File: src/rtl/load_store_unit.sv
// Load/store unit: RV32I byte/half/word loads and stores on a word-only data memory.
// Handles alignment/range checks, lane extraction with extension, and read-modify-write.
`timescale 1ns/1ps
module load_store_unit #(
    parameter int ADDR_WIDTH = 32,
    parameter int MEM_WORDS  = 1024
) (
    input  logic                  clk,
    input  logic                  reset,
    input  logic                  req_valid,
    output logic                  req_ready,
    input  logic                  req_write,
    input  logic [2:0]            req_funct3,
    input  logic [ADDR_WIDTH-1:0] req_addr,
    input  logic [31:0]           req_wdata,
    output logic                  resp_valid,
    output logic [31:0]           resp_rdata,
    output logic                  resp_error,
    output logic                  mem_read,
    output logic                  mem_write,
    output logic [ADDR_WIDTH-1:0] mem_address,
    output logic [31:0]           mem_write_data,
    input  logic [31:0]           mem_read_data
);

    typedef enum logic [2:0] {
        IDLE,
        LOAD,
        RMW_RD,
        STORE,
        RESP
    } state_t;

    localparam logic [ADDR_WIDTH:0] LIMIT = (ADDR_WIDTH+1)'(MEM_WORDS) << 2;

    state_t                state;
    logic [2:0]            funct3_q;
    logic [ADDR_WIDTH-1:0] addr_q;
    logic [31:0]           wdata_q;
    logic [31:0]           rdata_q;
    logic                  error_q;

    logic                  legal_f3;
    logic                  misaligned;
    logic                  out_of_range;
    logic                  req_bad;
    logic [7:0]            byte_sel;
    logic [15:0]           half_sel;
    logic [31:0]           load_ext;
    logic [31:0]           merged;

    // Classify the incoming request so illegal ones never touch memory.
    always_comb begin
        if (req_write) begin
            legal_f3 = (req_funct3 == 3'b000) || (req_funct3 == 3'b001) ||
                       (req_funct3 == 3'b010);
        end else begin
            legal_f3 = (req_funct3 == 3'b000) || (req_funct3 == 3'b001) ||
                       (req_funct3 == 3'b010) || (req_funct3 == 3'b100) ||
                       (req_funct3 == 3'b101);
        end
        misaligned = ((req_funct3[1:0] == 2'b01) && req_addr[0]) ||
                     ((req_funct3[1:0] == 2'b10) && (req_addr[1:0] != 2'b00));
        out_of_range = ({1'b0, req_addr} >= LIMIT);
        req_bad = !legal_f3 || misaligned || out_of_range;
    end

    // Pick the addressed lane out of the read word and extend it for the load result.
    always_comb begin
        byte_sel = 8'h00;
        unique case (addr_q[1:0])
            2'b00: byte_sel = mem_read_data[7:0];
            2'b01: byte_sel = mem_read_data[15:8];
            2'b10: byte_sel = mem_read_data[23:16];
            2'b11: byte_sel = mem_read_data[31:24];
        endcase
        half_sel = addr_q[1] ? mem_read_data[31:16] : mem_read_data[15:0];
        unique case (funct3_q)
            3'b000:  load_ext = {{24{byte_sel[7]}}, byte_sel};
            3'b001:  load_ext = {{16{half_sel[15]}}, half_sel};
            3'b100:  load_ext = {24'h0, byte_sel};
            3'b101:  load_ext = {16'h0, half_sel};
            default: load_ext = mem_read_data;
        endcase
    end

    // Splice the store byte/half into the word read back for SB/SH.
    always_comb begin
        merged = mem_read_data;
        if (funct3_q[1:0] == 2'b00) begin
            merged[{addr_q[1:0], 3'b000} +: 8] = wdata_q[7:0];
        end else begin
            merged[{addr_q[1], 4'b0000} +: 16] = wdata_q[15:0];
        end
    end

    // Control FSM and request/response registers.
    always_ff @(posedge clk or posedge reset) begin
        if (reset) begin
            state    <= IDLE;
            funct3_q <= 3'b000;
            addr_q   <= '0;
            wdata_q  <= 32'h0;
            rdata_q  <= 32'h0;
            error_q  <= 1'b0;
        end else begin
            unique case (state)
                IDLE: begin
                    if (req_valid) begin
                        funct3_q <= req_funct3;
                        addr_q   <= req_addr;
                        wdata_q  <= req_wdata;
                        rdata_q  <= 32'h0;
                        error_q  <= req_bad;
                        if (req_bad) begin
                            state <= RESP;
                        end else if (!req_write) begin
                            state <= LOAD;
                        end else if (req_funct3[1:0] == 2'b10) begin
                            state <= STORE;
                        end else begin
                            state <= RMW_RD;
                        end
                    end
                end
                LOAD: begin
                    rdata_q <= load_ext;
                    state   <= RESP;
                end
                RMW_RD: begin
                    wdata_q <= merged;
                    state   <= STORE;
                end
                STORE: begin
                    state <= RESP;
                end
                RESP: begin
                    rdata_q <= 32'h0;
                    error_q <= 1'b0;
                    state   <= IDLE;
                end
                default: begin
                    state <= IDLE;
                end
            endcase
        end
    end

    // Moore decode: memory strobes and response fields follow the state alone.
    always_comb begin
        req_ready      = (state == IDLE) && !reset;
        mem_read       = (state == LOAD) || (state == RMW_RD);
        mem_write      = (state == STORE);
        mem_address    = '0;
        mem_write_data = 32'h0;
        if (mem_read || mem_write) begin
            mem_address = {addr_q[ADDR_WIDTH-1:2], 2'b00};
        end
        if (mem_write) begin
            mem_write_data = wdata_q;
        end
        resp_valid = (state == RESP);
        resp_rdata = resp_valid ? rdata_q : 32'h0;
        resp_error = resp_valid && error_q;
    end

endmodule

File: config.mk
export PLATFORM = sky130hd
export DESIGN_NAME = load_store_unit
export DESIGN_NICKNAME = d
export VERILOG_FILES = /design/src/rtl/load_store_unit.sv
export SDC_FILE = /design/constraint.sdc
export NUM_CORES = 1
export LEC_CHECK = 0
export ABC_CLOCK_PERIOD_IN_PS = 5100
export CAP_MARGIN = 20
export CORE_UTILIZATION = 40
export DETAILED_ROUTE_END_ITERATION = 16
export DONT_BUFFER_PORTS = 1
export GPL_TIMING_DRIVEN = 0
export HOLD_SLACK_MARGIN = 0.05
export PLACE_DENSITY = 0.66
export SLEW_MARGIN = 20
export SYNTH_ARGS = -nofsm -noshare
export SYNTH_HDL_FRONTEND = slang
export SYNTH_SLANG_ARGS = --single-unit
File: constraint.sdc
create_clock -name clk -period 5.1 [get_ports clk]
set_input_delay 1.02 -clock clk [delete_from_list [all_inputs] [get_ports clk]]
set_output_delay 1.02 -clock clk [all_outputs]
set_load 0.01 [all_outputs]
Yosys cells after proc, flatten, opt, wreduce, memory -nomap -nowiden. Index checks and enable logic that the tools add are counted.

Bits in registers: 103. Bits of input ports: 103.

$lt $le $gt $ge: 1. Muxes and demuxes: 21. Reduce and logical (&&, ||, !) cells: 29. Add/subtract/negate cells: 2. Equality and inequality tests: 17. Shift operators: 4.

Operators by type and width (count): $mux 32 (6); $pmux 32 s4 (1); $pmux 32 s3 (1); $bwmux 32 (2); $pmux 32 s2 (1); $ge 32x13->1 const B (1); $pmux 8 s4 (1); $shift 16x7->32 const A (1); $shift 8x7->32 const A (1); $shiftx 16x7->32 (1); $shiftx 8x7->32 (1); $mux 16 (1); $eq 3x3->1 const B (5); $neg 5->7 (2); $eq 3x1->1 const B (3); $eq 3x2->1 const B (3); $logic_not 3->1 (3); $logic_or 1x1->1 (9); $pmux 3 s3 (1); $reduce_and 2->1 (4); $eq 2x2->1 const B (3); $mux 3 (2); $reduce_bool 2->1 (3); $eq 2x1->1 const B (2); 9 further kinds (16).

Longest topological paths before layout. Gate-level depths: netlist of run 1.

Depth after elaboration: 12. Depth in mapped cells: 11.

Worst setup path after synthesis of run 1. OpenSTA, ideal clock, no wires.

Kind: flip-flop to flip-flop. From: reg addr_q[1]. To: reg rdata_q[17]. Setup slack: 2476 ps. Data arrival time: 2560 ps. Library setup time: 64 ps. Buffers on the path: 5. Data required time: 5036 ps. Stages on the path, launching flop included: 12. Cells stage by stage: dfrtp_1 > clkbuf_1 > buf_2 > inv_1 > ha_1 > clkbuf_1 > a22oi_1 > a2111o_1 > buf_6 > a221oi_4 > buf_6 > a22o_2.

Cells in the longest elaborated chain, start to end: 4. Elaborated cells between the ends (all ways): 8. Classes of those cells: 3 x eq/ne; 4 x mux; 1 x reduce/logical.

Ends and longest elaborated chain: start: declaration (RTL line 38) `logic [ADDR_WIDTH-1:0] addr_q;`; start signal: assignment (RTL line 111) `addr_q <= req_addr;`; $eq 2x2->1 (tied with other cells) (RTL line 71) `unique case (addr_q[1:0])`; $pmux 8 s4 (RTL line 71); $pmux 32 s4 * (RTL line 78) `unique case (funct3_q)`; $pmux 32 s3 * (RTL line 107) `unique case (state)`; end signal: assignment (RTL line 127) `rdata_q <= load_ext;`; end: declaration (RTL line 40) `logic [31:0] rdata_q;`.

Mark *: on every way between the ends. The rest lies on a longest branch, timed or not. A chain may end at the register's enable or synchronous reset.

Final worst setup path of run 1.
From: reg state[0]. To: out mem_write_data[16].

Cells in the longest elaborated chain, start to end: 2.

Ends and longest elaborated chain: start: declaration (RTL line 36) `state_t state;`; start signal: assignment (RTL line 100) `state <= IDLE;`; start signal: assignment (RTL line 116) `state <= RESP;`; start signal: assignment (RTL line 118) `state <= LOAD;`; $eq 3x2->1 (RTL line 153) `mem_write = (state == STORE);`; $mux 32 (RTL line 159) `if (mem_write) begin`; end: declaration (RTL line 22) `output logic [31:0] mem_write_data,`.

No other way between the ends.

==> results by group, run 1 <==
Timing
  – Final setup violating endpoints: 0
  – Clk_skew: 8.53 ps
  – Slew Limit Headroom: 38.4%
  – Final WS setup: 1820 ps
  – Min cycle time layout: 3280 ps
  – Count of final max-slew check failures: 0
  – RSZ-0062 raised after global routing: false
  – Sum of negative setup slack: 0 ps
  – Worst Tran Pin Value: 916 ps
  – Hold Vio Cnt, Final: 0
  – Final Cycle Share: 64.3%
  – FMAX: 305 MHz

Setup path
  – Critical path's slowest cell: clkbuf_1
  – Crit path DAT: 2260 ps
  – Sequence of cells on the critical path: clkbuf_1 -> nand2b_1 -> nor2_1 -> clkbuf_1 -> and2_1
  – Crit path required time: 4080 ps
  – Slowest stage delay, CP: 450 ps
  – Nature of the critical path endpoint: output port
  – Cell mode on critical path: clkbuf_1
  – Startpoint Class: register
  – Crit Path Category: register to output port
  – R2R cell count: 11
  – CP max FO: 10

Detailed routing
  – DRT Wirelength: 21100 um
  – DRT antenna net count: 0
  – Drt initial violations: 368
  – Drt pass-1 iters: 5
  – Via count: 5298
  – DR WL/cell: 24.1 um
  – DRC Markers: 0
  – Via-to-Cell Ratio: 6.04

Floorplanning
  – Die ar.: 16000 um2
  – Row cnt: 45
  – DIE HEIGHT: 127 um
  – Initial Utilization: 41.0%
  – Die width: 127 um
  – Top-Level Pins: 204
  – Core footprint: 15100 um2

Synth
  – Ys async rst share: 100%
  – Leading area contributor after synthesis: dfrtp_1
  – Mapped Cells: 670
  – Syn Area/Cell: 9.26 um2
  – Synth Area in XOR/XNOR: 0%
  – Top FF cell, synth: dfrtp_1
  – Simple-gate share of the synthesized area: 18.7%
  – Synth top area cells: dfrtp_1 42%, mux2_2 7.4%, and2_1 6.3%
  – Syn Std Cell Area: 6210 um2
  – Synth Register Bits: 103
  – Post-synthesis compound-gate area fraction: 20.2%
  – Cell variety after synth: 49
  – Post-Synth Adder-Cell Area: 1.01%
  – Multiplexer share of the synthesized area: 12.8%
  – Largest family of logic cells by synthesized area: compound AO/OA/AOI/OAI gates
  – Top cell type's share of synthesized area: 41.5%
  – Syn. warnings: 0
  – Post-synth EDFFs: 0
  – Sequential area share after synthesis: 41.5%

Placed design
  – RePlAce Congestion: 0.877
  – Detailed placement HPWL: 16800 um
  – Port buffer count: 0
  – DP Worst Slack: 1940 ps

GRT
  – Pin count of the biggest net entering global routing: 60
  – Remaining Overflow, GRT: 0
  – Initial antenna violation count: 0
  – First-pass GRT wire length: 31900 um
  – Number of global-route vias before repair: 5450
  – Total GRT Usage: 26.6%

Pwr
  – Peak VDD IR: 0.137 mV
  – P per Cell Area: 298 nW/um2
  – LEAKAGE: 0.00294 uW

CTS
  – Reg clk slew, reported paths: 80 ps
  – CTS buffer count: 9
  – Hold Buf Count CTS: 0
  – Root buffer cell: clkbuf_16
  – Clock Path Buffers: 2
  – # Post-CTS Setup Buffers: 0
  – Worst skew pair latency: 350 ps
  – Post_cts resized: 0
  – H-tree depth: 3
  – CTS tree: built
  – Num Clock Sinks: 103

Layout
  – Nets: 791
  – Area Overhead vs Synth: 8.95%
  – Final core occ: 44.7%
  – Share of cells above drive strength 1: 12.8%

Min path
  – Worst hold path class: register to register
  – Hold Path Stages: 2

Run
  – Total of max-cap violations: 0

Run status
  – Status: completed
-- layout make-up --
class | instances | area [um2]
Sequential cell | 103 | 2580
Clock buffer | 9 | 225
Multi-Input combinational cell | 486 | 3280
Inverter | 24 | 95.1
Clock inverter | 7 | 56.3
Antenna cell | 1 | 2.50
Buffer | 58 | 265
Tap cell | 188 | 235
Fill cell | 1486 | 8380
Timing Repair Buffer | 1 | 27.5
-- Yosys cell counts (3+ instances only) --
library cell  count
a211oi_1          5
a21oi_1          33
a222oi_1          6
a22o_1           13
a22o_2           10
and2_1           63
and3_1           33
buf_2             8
buf_6             4
clkbuf_1         42
dfrtp_1         103
ha_1              5
inv_1            24
mux2_2           41
mux2i_1          33
nand2_1          52
nand2b_1         20
nand3b_1          3
nor2_1           27
nor3_1            5
nor4_1            6
o211ai_1          7
o21a_1            7
o21ai_0          60
o22ai_1          16
o31ai_1          15
-- per-layer routing --
metal	up-vias	share of wire, %	GRT usage, %
li1	2418	-	-
met4	0	2.6	9.36
met5	-	0	0
met3	31	8.7	6.45
met2	278	47	44.1
met1	2571	42	33.9
-- sequential cells by signal, indices dropped and copies added (netlist names) --
| register | cells |
|---|---|
| addr_q | 32 |
| rdata_q | 32 |
| wdata_q | 32 |
| funct3_q | 3 |
| state | 3 |
| error_q | 1 |
-- cell usage in the layout (no fill, tap or decap), drive strengths merged, types with 5 or more instances in the layout --
master,synthesis,final
dfrtp,103,103
and2,63,63
o21ai,62,62
nand2,52,52
clkbuf,42,51
mux2,41,41
a21oi,33,33
mux2i,33,33
and3,33,33
nor2,27,27
inv,24,26
a22o,23,23
nand2b,20,20
buf,16,17
o22ai,16,16
o31ai,15,15
o21a,7,7
o211ai,7,7
nor4,6,6
a222oi,6,6
a211oi,5,5
nor3,5,5
ha,5,5
-- worst paths after layout --
kind | end | slack (ps) | startpoint
setup / recovery | mem_write_data[16] | 1820 | state[0]$_DFFE_PP0P_
hold / removal | rdata_q[10]$_DFFE_PP0P_ | 480 | rdata_q[10]$_DFFE_PP0P_
setup reg to reg | rdata_q[22]$_DFFE_PP0P_ | 1850 | addr_q[1]$_DFFE_PP0P_
hold reg to reg | rdata_q[10]$_DFFE_PP0P_ | 480 | rdata_q[10]$_DFFE_PP0P_
max in group asynchronous | wdata_q[19]$_DFFE_PP0P_ | 3940 | reset
min in group asynchronous | rdata_q[3]$_DFFE_PP0P_ | 530 | reset
-- where the power goes --
| part | total (uW) | switching, uW | internal, uW |
|---|---|---|---|
| combinational | 396 | 238 | 158 |
| sequential | 953 | 57.8 | 895 |
| clock | 668 | 332 | 337 |
-- through the flow --
| step | hold WS (ps) | area, um2 | power (uW) | std cells |
|---|---|---|---|---|
| floorplan | 430 | 6210 | 1240 | 671 |
| global placement | 453 | 6450 | 1350 | 859 |
| detailed placement | 466 | 6480 | 1360 | 860 |
| CTS | 483 | 6760 | 2020 | 876 |
| global route | 503 | 6760 | 2100 | 876 |
| finish | 478 | 6760 | 2020 | 877 |
-- cells by family after synthesis --
group | after synthesis
AND/OR/NAND/NOR | 216
AO/OA/AOI/OAI | 189
flip-flops | 103
buffers and inverters | 82
multiplexers | 74
adder cells (fa/ha/maj) | 5
other | 1
-- critical path, delay by kind of cell (launching register included) --
kind / cells / cell delay, ps
and+or+nand+nor: 3 / 870
DFF: 1 / 330
buffers and inverters: 2 / 720
(Power assumes the default switching activity.)
==> inputs of run 2 (changes only) <==
ABC_CLOCK_PERIOD_IN_PS = 2800   (was 5100)
PLACE_DENSITY = 0.68   (was 0.66)
clock period = 2.8 ns   (was 5.1 ns; I/O delays follow)
==> run 2 against run 1 <==
Via count is 0.66% higher. Largest power group unchanged. Sequential cell count stayed put. Largest cell class unchanged. Combinational power is 86% higher. Utilization is 0.70 points higher. First-iteration DRC count is 0.82% lower. Die area stayed put. Clock power is 96% higher. Register-to-register slack worse by 1700 ps. Global-route usage is 0.18 points higher. Sequential share of layout area is 0.59 points lower.
==> results by group, run 2 (synthesized netlist as in run 1, its figures left out) <==
Min path
  – Worst hold path class: input port to async pin

Setup path
  – Crit path required time: 2240 ps (-1840 ps)
  – Startpoint Class: register
  – R2r startpoint: addr_q[1]$_DFFE_PP0P_
  – Crit. Startpoint: state[0]$_DFFE_PP0P_
  – CP max FO: 10 (unchanged)
  – Crit path DAT: 2130 ps (-130 ps)
  – Crit Path Category: register to output port
  – Setup slack, reg-to-reg: 160 ps (-1690 ps)
  – Nature of the critical path endpoint: output port

Layout
  – Finished Cell Area: 6870 um2 (+1.6%)
  – Nets: 794 (+0.38%)
  – Biggest regs: addr_q: 32 flops, rdata_q: 32 flops, wdata_q: 32 flops
  – Final non-filler cell total: 879 (+0.23%)
  – Most common cell after layout, fill and taps aside: dfrtp_1
  – Share of cells above drive strength 1: 15.1% (+2.3 points)
  – Area Overhead vs Synth: 10.7%
  – Commonest non-fill, non-tap cells in the layout: 103 x dfrtp_1, 63 x and2_1, 60 x o21ai_0
  – Number of diodes: 0 (-1)

Floorplanning
  – Die ar.: 16000 um2 (unchanged)
  – Core footprint: 15100 um2 (unchanged)
  – DIE HEIGHT: 127 um (unchanged)
  – Top-Level Pins: 204 (unchanged)
  – Initial Utilization: 41.0% (unchanged)
  – Die width: 127 um (unchanged)
  – Row cnt: 45 (unchanged)

Detailed routing
  – DR WL/cell: 24.3 um (+0.81%)
  – Via count: 5333 (+0.66%)
  – DRT Wirelength: 21300 um (+1.0%)
  – Drt initial violations: 365 (-0.82%)
  – Via-to-Cell Ratio: 6.07 (+0.43%)
  – DRC Markers: 0 (unchanged)
  – DRT antenna net count: 0 (unchanged)
  – Drt pass-1 iters: 7 (+2)

Timing
  – Final Cycle Share: 96.1%
  – Count of final max-slew check failures: 0 (unchanged)
  – Min cycle time layout: 2690 ps
  – Clk_skew: 12.4 ps (+3.89 ps)
  – Final setup violating endpoints: 0 (unchanged)
  – RSZ-0062 raised after global routing: false
  – Hold Vio Cnt, Final: 0 (unchanged)
  – Slew Limit Headroom: 30.2% (-8.2 points)
  – Worst Tran Pin Value: 1040 ps (+121 ps)
  – Sum of negative setup slack: 0 ps (unchanged)
  – FMAX: 372 MHz

GRT
  – Total GRT Usage: 26.8% (+0.18 points)
  – First-pass GRT wire length: 31900 um (-0.11%)
  – Initial antenna violation count: 0 (unchanged)
  – Number of global-route vias before repair: 5360 (-1.7%)
  – Remaining Overflow, GRT: 0 (unchanged)
  – Pin count of the biggest net entering global routing: 33 (-45%)

CTS
  – H-tree depth: 3 (unchanged)
  – Reg clk slew, reported paths: 70 ps (about the same)
  – CTS buffer count: 9 (unchanged)
  – Clock Path Buffers: 2 (unchanged)
  – Hold Buf Count CTS: 0 (unchanged)
  – CTS tree: built
  – Worst skew pair latency: 360 ps (about the same)
  – Root buffer cell: clkbuf_16
  – Num Clock Sinks: 103 (unchanged)

Placed design
  – DP Cell Count: 862 (+0.23%)
  – Placed Instance Area: 6510 um2 (+0.48%)
  – Detailed placement HPWL: 16900 um (+0.50%)
  – Port buffer count: 0 (unchanged)
  – RePlAce Congestion: 0.909 (+3.6%)

Run status
  – Status: completed

Pwr
  – LEAKAGE: 0.00301 uW (+2.3%)
  – Peak VDD IR: 0.427 mV (+210%)
  – P per Cell Area: 552 nW/um2 (+85%)

Run
  – Total of max-cap violations: 0 (unchanged)
## run 2: cell count changes in the layout (fill, tap and decap cells not counted), sizes merged
cell,change
diode,-1
inv,-1
buf,+6
clkinvlp,-1
clkbuf,-1
bufinv,+1
clkinv,-1
## run 2: critical path: stages, from the launching register on
cell,delay (ps)
dfrtp_1,360
clkbuf_1,200
or3b_2,500
clkbuf_1,270
buf_2,280
nand2_1,160
## run 2: per-stage QoR
step / utilization [%] / hold WS (ps) / setup WS [ps] / power [uW]
after floorplan: - / 430 / 176 / 2260
after global placement: 42.6 / 451 / -336 / 2450
after detailed placement: 43.0 / 451 / -376 / 2490
after CTS: 45.1 / 91.3 / -5.62 / 3800
after global routing: 45.4 / 122 / 13.7 / 3940
final: 45.4 / 96.0 / 110 / 3790
## run 2: final cells by class
type                    instances  area [um2]
multi-input cells             486        3300
plain buffers                  55         264
clock buffers                  11         243
inverters                      24        97.6
well taps                     188         235
flip-flops and latches        103        2580
clock inverters                 5        61.3
fillers                      1497        8280
repair buffers                  7        90.1
## run 2: power by group
| part | total, uW | switching [uW] | leakage (uW) | internal (uW) |
|---|---|---|---|---|
| logic | 738 | 437 | 0.00157 | 301 |
| registers | 1740 | 114 | 0.00129 | 1630 |
| clock network | 1310 | 582 | 0.000151 | 727 |
## run 2: layer usage
layer | up-vias | routed length, um | track usage (%)
met2 | 283 | 9920 | 43.7
met1 | 2592 | 8630 | 32.7
met4 | 0 | 708 | 10.5
li1 | 2417 | - | -
met5 | - | 0 | 0
met3 | 41 | 2070 | 8.98
## run 2: worst paths after layout
path,to,cells after the start
worst max-delay path,mem_read,5
worst min-delay path,wdata_q[0]$_DFFE_PP0P_,1
worst max register to register,rdata_q[18]$_DFFE_PP0P_,9
worst min register to register,rdata_q[6]$_DFFE_PP0P_,2
max in group asynchronous,wdata_q[12]$_DFFE_PP0P_,3
min in group clk,addr_q[1]$_DFFE_PP0P_,2
## run 2: repair_timing
action	4_1_cts	5_1_grt
hold endpoints to repair	0	0
setup endpoints to repair	42	105
setup buffers	0	4
gates resized for setup	6	15
cloned	0	0
pin swaps	0	1
